$ cat src/rtl/pl_scrambler_pkg.sv
// pl_scr_pkg: shared constants, Gold-LFSR helpers and saturating negate for the PL scrambler
package pl_scr_pkg;
  localparam int HDR_LEN_DEF = 90;
  localparam logic [17:0] X_INIT_DEF = 18'h00001;
  localparam logic [17:0] Y_INIT_DEF = 18'h3FFFF;
  localparam logic [17:0] X_TAPS = 18'h00081;
  localparam logic [17:0] Y_TAPS = 18'h004A1;
  localparam logic [1:0] RN_0 = 2'd0;
  localparam logic [1:0] RN_1 = 2'd1;
  localparam logic [1:0] RN_2 = 2'd2;
  localparam logic [1:0] RN_3 = 2'd3;
  function automatic logic [17:0] lfsr_step(input logic [17:0] s, input logic [17:0] taps);
    return {^(s & taps), s[17:1]};
  endfunction
  // Jump ahead 2^17 steps: r = D^(2^17) mod p(D) by repeated squaring, then each
  // advanced state bit j is the inner product of D^(2^17+j) mod p with the start state.
  function automatic logic [17:0] lfsr_jump(input logic [17:0] s, input logic [17:0] taps);
    logic [35:0] t;
    logic [17:0] r;
    logic [17:0] q;
    r = 18'd2;
    for (int k = 0; k < 17; k++) begin
      t = '0;
      for (int b = 0; b < 18; b++) t[2*b] = r[b];
      for (int d = 35; d >= 18; d--)
        if (t[d]) t = t ^ ({18'd0, taps} << (d - 18)) ^ (36'd1 << d);
      r = t[17:0];
    end
    for (int j = 0; j < 18; j++) begin
      q[j] = ^(r & s);
      r = {r[16:0], 1'b0} ^ (r[17] ? taps : 18'd0);
    end
    return q;
  endfunction
  localparam logic [17:0] X_INIT_Q = lfsr_jump(X_INIT_DEF, X_TAPS);
  localparam logic [17:0] Y_INIT_Q = lfsr_jump(Y_INIT_DEF, Y_TAPS);
  function automatic logic signed [15:0] neg_sat(input logic signed [15:0] a);
    return (a == 16'sh8000) ? 16'sh7fff : -a;
  endfunction
endpackage

$ cat src/rtl/pl_scrambler_if.sv
// pl_scrambler_if: symbol stream in/out of the PL scrambler
interface pl_scrambler_if;
  logic in_vld;
  logic in_sof;
  logic signed [15:0] in_re;
  logic signed [15:0] in_im;
  logic out_vld;
  logic out_sof;
  logic signed [15:0] out_re;
  logic signed [15:0] out_im;
  modport master(output in_vld, in_sof, in_re, in_im, input out_vld, out_sof, out_re, out_im);
  modport slave(input in_vld, in_sof, in_re, in_im, output out_vld, out_sof, out_re, out_im);
endinterface

$ cat src/rtl/pl_scrambler_gold_lfsr18.sv
// gold_lfsr18: x/y 18-bit LFSR pair producing one Gold-sequence bit per step
module gold_lfsr18
  import pl_scr_pkg::*;
#(
  parameter logic [17:0] X_RST = X_INIT_DEF,
  parameter logic [17:0] Y_RST = Y_INIT_DEF
) (
  input  logic        sys_clk,
  input  logic        rst_n,
  input  logic        load,
  input  logic        step,
  input  logic [17:0] x_init,
  input  logic [17:0] y_init,
  output logic        z
);
  logic [17:0] x;
  logic [17:0] y;
  assign z = x[0] ^ y[0];
  always_ff @(posedge sys_clk or negedge rst_n)
    if (!rst_n) begin
      x <= X_RST;
      y <= Y_RST;
    end else if (load) begin
      x <= x_init;
      y <= y_init;
    end else if (step) begin
      x <= lfsr_step(x, X_TAPS);
      y <= lfsr_step(y, Y_TAPS);
    end
endmodule

$ cat src/rtl/pl_scrambler.sv
// pl_scrambler: DVB-S2 PL scrambler, header symbols pass through, the rest rotated by j^Rn
module pl_scrambler
  import pl_scr_pkg::*;
#(
  parameter int          HDR_LEN = HDR_LEN_DEF,
  parameter logic [17:0] X_INIT  = X_INIT_DEF,
  parameter logic [17:0] Y_INIT  = Y_INIT_DEF
) (
  input logic           sys_clk,
  input logic           rst_n,
  input logic           fs_en,
  pl_scrambler_if.slave bus
);
  localparam logic [6:0] HDR_MAX = 7'(HDR_LEN);
  logic [6:0] hdr_cnt;
  logic sof;
  logic scr;
  logic zi;
  logic zq;
  logic [1:0] rn;
  logic signed [15:0] rot_re;
  logic signed [15:0] rot_im;
  assign sof = bus.in_vld & bus.in_sof;
  assign scr = bus.in_vld & ~bus.in_sof & (hdr_cnt == HDR_MAX);
  assign rn = {zq, zi};
  gold_lfsr18 #(.X_RST(X_INIT), .Y_RST(Y_INIT)) u_lfsr_i (
    .sys_clk, .rst_n, .load(fs_en & sof), .step(fs_en & scr),
    .x_init(X_INIT), .y_init(Y_INIT), .z(zi)
  );
  // Q pair runs 131072 steps ahead of the I pair
  gold_lfsr18 #(.X_RST(X_INIT_Q), .Y_RST(Y_INIT_Q)) u_lfsr_q (
    .sys_clk, .rst_n, .load(fs_en & sof), .step(fs_en & scr),
    .x_init(X_INIT_Q), .y_init(Y_INIT_Q), .z(zq)
  );
  always_comb begin
    rot_re = rn == RN_0 ? bus.in_re : rn == RN_1 ? neg_sat(bus.in_im) : rn == RN_2 ? neg_sat(bus.in_re) : bus.in_im;
    rot_im = rn == RN_0 ? bus.in_im : rn == RN_1 ? bus.in_re : rn == RN_2 ? neg_sat(bus.in_im) : neg_sat(bus.in_re);
  end
  always_ff @(posedge sys_clk or negedge rst_n)
    if (!rst_n) begin
      hdr_cnt     <= '0;
      bus.out_vld <= 1'b0;
      bus.out_sof <= 1'b0;
      bus.out_re  <= '0;
      bus.out_im  <= '0;
    end else if (fs_en) begin
      hdr_cnt     <= sof ? 7'd1 : (bus.in_vld && hdr_cnt < HDR_MAX) ? hdr_cnt + 7'd1 : hdr_cnt;
      bus.out_vld <= bus.in_vld;
      bus.out_sof <= sof;
      bus.out_re  <= scr ? rot_re : bus.in_re;
      bus.out_im  <= scr ? rot_im : bus.in_im;
    end
endmodule

$ cat src/flat_wrapper.sv
// flat-port wrapper written by rule: the top's interface ports become plain ports
module pl_scrambler_flat import pl_scr_pkg::*;
#(
  parameter int          HDR_LEN = HDR_LEN_DEF,
  parameter logic [17:0] X_INIT  = X_INIT_DEF,
  parameter logic [17:0] Y_INIT  = Y_INIT_DEF
)
  (sys_clk, rst_n, fs_en, bus_in_vld, bus_in_sof, bus_in_re, bus_in_im, bus_out_vld, bus_out_sof, bus_out_re, bus_out_im);
  pl_scrambler_if bus_i ();
  input logic sys_clk;
  input logic rst_n;
  input logic fs_en;
  input wire logic [$bits(bus_i.in_vld)-1:0] bus_in_vld;
  input wire logic [$bits(bus_i.in_sof)-1:0] bus_in_sof;
  input wire logic [$bits(bus_i.in_re)-1:0] bus_in_re;
  input wire logic [$bits(bus_i.in_im)-1:0] bus_in_im;
  output wire logic [$bits(bus_i.out_vld)-1:0] bus_out_vld;
  output wire logic [$bits(bus_i.out_sof)-1:0] bus_out_sof;
  output wire logic [$bits(bus_i.out_re)-1:0] bus_out_re;
  output wire logic [$bits(bus_i.out_im)-1:0] bus_out_im;
  assign bus_i.in_vld = bus_in_vld;
  assign bus_i.in_sof = bus_in_sof;
  assign bus_i.in_re = bus_in_re;
  assign bus_i.in_im = bus_in_im;
  assign bus_out_vld = bus_i.out_vld;
  assign bus_out_sof = bus_i.out_sof;
  assign bus_out_re = bus_i.out_re;
  assign bus_out_im = bus_i.out_im;
  pl_scrambler #(.HDR_LEN(HDR_LEN), .X_INIT(X_INIT), .Y_INIT(Y_INIT)) u_core (.sys_clk(sys_clk), .rst_n(rst_n), .fs_en(fs_en), .bus(bus_i));
endmodule
$ cat config.mk
export PLATFORM = sky130hd
export DESIGN_NAME = pl_scrambler_flat
export DESIGN_NICKNAME = d
export VERILOG_FILES = /design/src/rtl/pl_scrambler_pkg.sv /design/src/rtl/pl_scrambler_if.sv /design/src/rtl/pl_scrambler_gold_lfsr18.sv /design/src/rtl/pl_scrambler.sv /design/src/flat_wrapper.sv
export SDC_FILE = /design/constraint.sdc
export NUM_CORES = 1
export LEC_CHECK = 0
export ABC_AREA = 1
export CORE_MARGIN = 8
export CORE_UTILIZATION = 50
export CTS_CLUSTER_DIAMETER = 100
export CTS_CLUSTER_SIZE = 40
export DETAILED_ROUTE_END_ITERATION = 6
export GPL_ROUTABILITY_DRIVEN = 0
export HOLD_SLACK_MARGIN = 0.03
export PLACE_DENSITY = 0.72
export REMOVE_ABC_BUFFERS = 1
export SYNTH_ARGS = -nofsm -noshare
export SYNTH_HDL_FRONTEND = slang
export SYNTH_SLANG_ARGS = --single-unit
$ cat constraint.sdc
create_clock -name sys_clk -period 2.2 [get_ports sys_clk]
set_input_delay 0.22 -clock sys_clk [delete_from_list [all_inputs] [get_ports sys_clk]]
set_output_delay 0.22 -clock sys_clk [all_outputs]
set_load 0.02 [all_outputs]
==> impl_metrics.csv <==
group,metric,value,unit
yosys,synth_area_leader_cell,"dfrtp_1",
run_status,status,"completed",
yosys,netlist.area_leader.share,31.81,%
sta,hold_viol_final,0,
yosys,async_flop_share,100.0,%
clock_tree,cts-root-buf,"clkbuf_16",
global_route,grt_pass1_wl,27.10,mm
critical_path,r2r_slack,0.25,ns
yosys,synth.area.top_cells,"dfrtp_1 (32%), nand2_1 (15%), dfstp_2 (13%)",
sta,max_slew.worst_pin.slew,0.5182,ns
clock_tree,clockBufferDepth,2,
power_and_ir_drop,p_per_area,702.7,nW/um^2
sta,finalCritPeriodShare,88.86,%
power_and_ir_drop,ir_worst_vdd,0.5338,mV
global_route,overflow,0,
clock_tree,numCtsBuffers,17,
layout,drive_above_1_share,13.88,%
die,num_rows,41,
critical_path,ff2ff_path_depth,10,
die,fp.dieH,129.6,um
clock_tree,clkTransAtPathRegs,0.05,ns
yosys,seq_area_frac_synth,44.44,%
sta,setup_viol,0,
sta,finalWorstSetupSlack,0.2452,ns
sta,fin_worst_skew,0.005861,ns
critical_path,cpPeakStageDelay,0.39,ns
critical_path,cpLargestDelayFamily,"simple AND/OR/NAND/NOR gates",
sta,timing.hold.ws,0.3179,ns
layout,n_antenna_cell,0,
drt,drt-pass1-iter-count,5,
critical_path,critPathLaunchType,"flop",
die,start_util,51.11,%
layout,fin_nets,986,
drt,wl,16.70,mm
critical_path,arrival,2.25,ns
critical_path,endpoint_kind,"flop",
sta,slew_viol_final,0,
critical_path,cp_max_fo,30,
drt,dr.first_iter.drc_count,536,
global_route,grt_pass1_vias,5613,
placement,post-dp-hpwl,11.37,mm
drt,viasPerCell,5.262,
critical_path,r2r-end,"u_core.u_lfsr_q.y[16]$_DFFE_PN0P_",
die,die-area,16790,um^2
yosys,synth_seq_cells,113,
drt,vias,5946,
sta,max-slew-margin-rel,65.40,%
global_route,grt_max_degree,47,
sta,rsz0062_at_grt,"false",
power_and_ir_drop,p_leak,3.751,nW
drt,drcViolationCount,0,
critical_path,crit_slowest_cell,"dfrtp_1",
layout,area_growth,24.15,%
global_route,track_usage,20.30,%
critical_path,cp.depth,10,
placement,io_buffers,70,
critical_path,crit_chain,"inv_1 > ha_1 > nand2_1 > nor3_2 > nand2_4 > nor2_8 > inv_2 > nand2_4 > inv_2 > a22o_1",
clock_tree,post_cts_buffers,0,
die,core,12620,um^2
clock_tree,htreeDepth,4,
sta,period_minus_slack,1.955,ns
critical_path,cp.required,2.50,ns
drt,postRouteAntennaNets,0,
worst_hold_path,hold_path_class,"input port to asynchronous set/reset pin",
clock_tree,clock_latency,0.41,ns
global_route,antenna_found_initial,0,
layout,mostFrequentLayoutCells,"nand2_1 (264), inv_1 (93), dfrtp_1 (82)",
critical_path,cp_num_buf_inv,3,
yosys,yosysWarnings,0,
yosys,synth_edf_count,0,
placement,pre_cts_ws,0.04099,ns
yosys,syn_inst,861,
yosys,synth_cell_types,40,
critical_path,crit-reg2reg-launch,"u_core.hdr_cnt[0]$_DFFE_PN0P_",
run,cap_violations,0,
clock_tree,cts_tree,"built",
yosys,netlist_area,6450,um^2
drt,routedWlPerCell,14.78,um
sta,fmax,511.6,MHz
die,ioPinCount,71,
critical_path,critical_path_class,"flop to flop",
clock_tree,cts.sinks,113,
yosys,synth_ff_type,"dfrtp_1",
die,die_x,129.6,um
layout,final_common_cell,"nand2_1",
yosys,synth.avg_cell_area,7.491,um^2
## layout make-up
type,instances,area (um^2)
multi-input combinational,600,2972
sequential,113,2867
fill,1179,4612
clock buffer,26,489.2
tap,172,215.2
inverter,109,411.6
clock inverter,6,60.06
timing repair buffer,104,993.5
## worst max path at each step
stage	from	end	slack (ns)
2_1_floorplan	u_core.hdr_cnt[0]$_DFFE_PN0P_	u_core.u_lfsr_q.y[16]$_DFFE_PN0P_	-0.23
3_3_place_gp	bus_in_vld	u_core.bus.out_im[1]$_DFFE_PN0P_	0.08
3_5_place_dp	bus_in_vld	u_core.bus.out_im[1]$_DFFE_PN0P_	0.04
4_1_cts	u_core.u_lfsr_i.y[0]$_DFFE_PN1P_	u_core.bus.out_re[1]$_DFFE_PN0P_	0.13
5_1_grt	u_core.hdr_cnt[0]$_DFFE_PN0P_	u_core.bus.out_re[1]$_DFFE_PN0P_	0.11
6_report	u_core.hdr_cnt[0]$_DFFE_PN0P_	u_core.u_lfsr_q.y[16]$_DFFE_PN0P_	0.25
## through the flow
stage	TNS (ns)	power, mW	instances	utilization, %	cell area [um^2]
after floorplan	-4.734	2.717	822	-	6247
after global placement	0	3.087	1097	59.00	7446
after detailed placement	0	3.092	1097	59.00	7446
after CTS	0	5.674	1130	63.43	8005
after global routing	0	5.847	1130	63.45	8008
final	0	5.627	1130	63.45	8008
## cells by family (layout without fill, tap and decap cells)
group	Yosys count	count (layout)	share of synthesized area, %
AO/OA/AOI/OAI	152	152	13.85
XOR/XNOR	16	16	2.173
adder cells (fa/ha/maj)	4	4	0.7760
buffers and inverters	148	245	9.486
flip-flops	113	113	44.44
AND/OR/NAND/NOR	428	428	29.27
## routing by layer
metal / GRT usage [%] / routed length, um
met5: 0 / 0
met4: 8.675 / 338
met2: 33.84 / 8143
met1: 24.80 / 7333
met3: 4.601 / 881
## state kept, by name, summed over array words and instances (netlist names)
signal / cells
u_core.u_lfsr_i.x: 18
u_core.u_lfsr_i.y: 18
u_core.u_lfsr_q.x: 18
u_core.u_lfsr_q.y: 18
u_core.bus.out_im: 16
u_core.bus.out_re: 16
u_core.hdr_cnt: 7
u_core.bus.out_sof: 1
u_core.bus.out_vld: 1
## synth_stat cells, types with 14 or more instances
cell     count
inv_1       93
buf_2       21
o22ai_1     34
a21oi_1     65
dfstp_2     31
nand2_1    264
nand3_1     70
dfrtp_1     82
o21ai_0     15
o21ai_1     18
nor2_1      59
inv_2       14
## power by group
| group | internal (mW) | switching, mW | leakage, nW | total [mW] |
|---|---|---|---|---|
| clock network | 1.63 | 0.932 | 0.264 | 2.57 |
| registers | 2.23 | 0.0962 | 1.40 | 2.32 |
| logic | 0.309 | 0.428 | 2.09 | 0.737 |
| total | 4.17 | 1.46 | 3.75 | 5.63 |
## timing repair
action	4_1_cts	5_1_grt
gates resized for setup	0	2
setup endpoints to repair	0	10
hold endpoints to repair	14	0
hold buffers	1	0
Note: power is estimated with default switching activity, not from simulation.
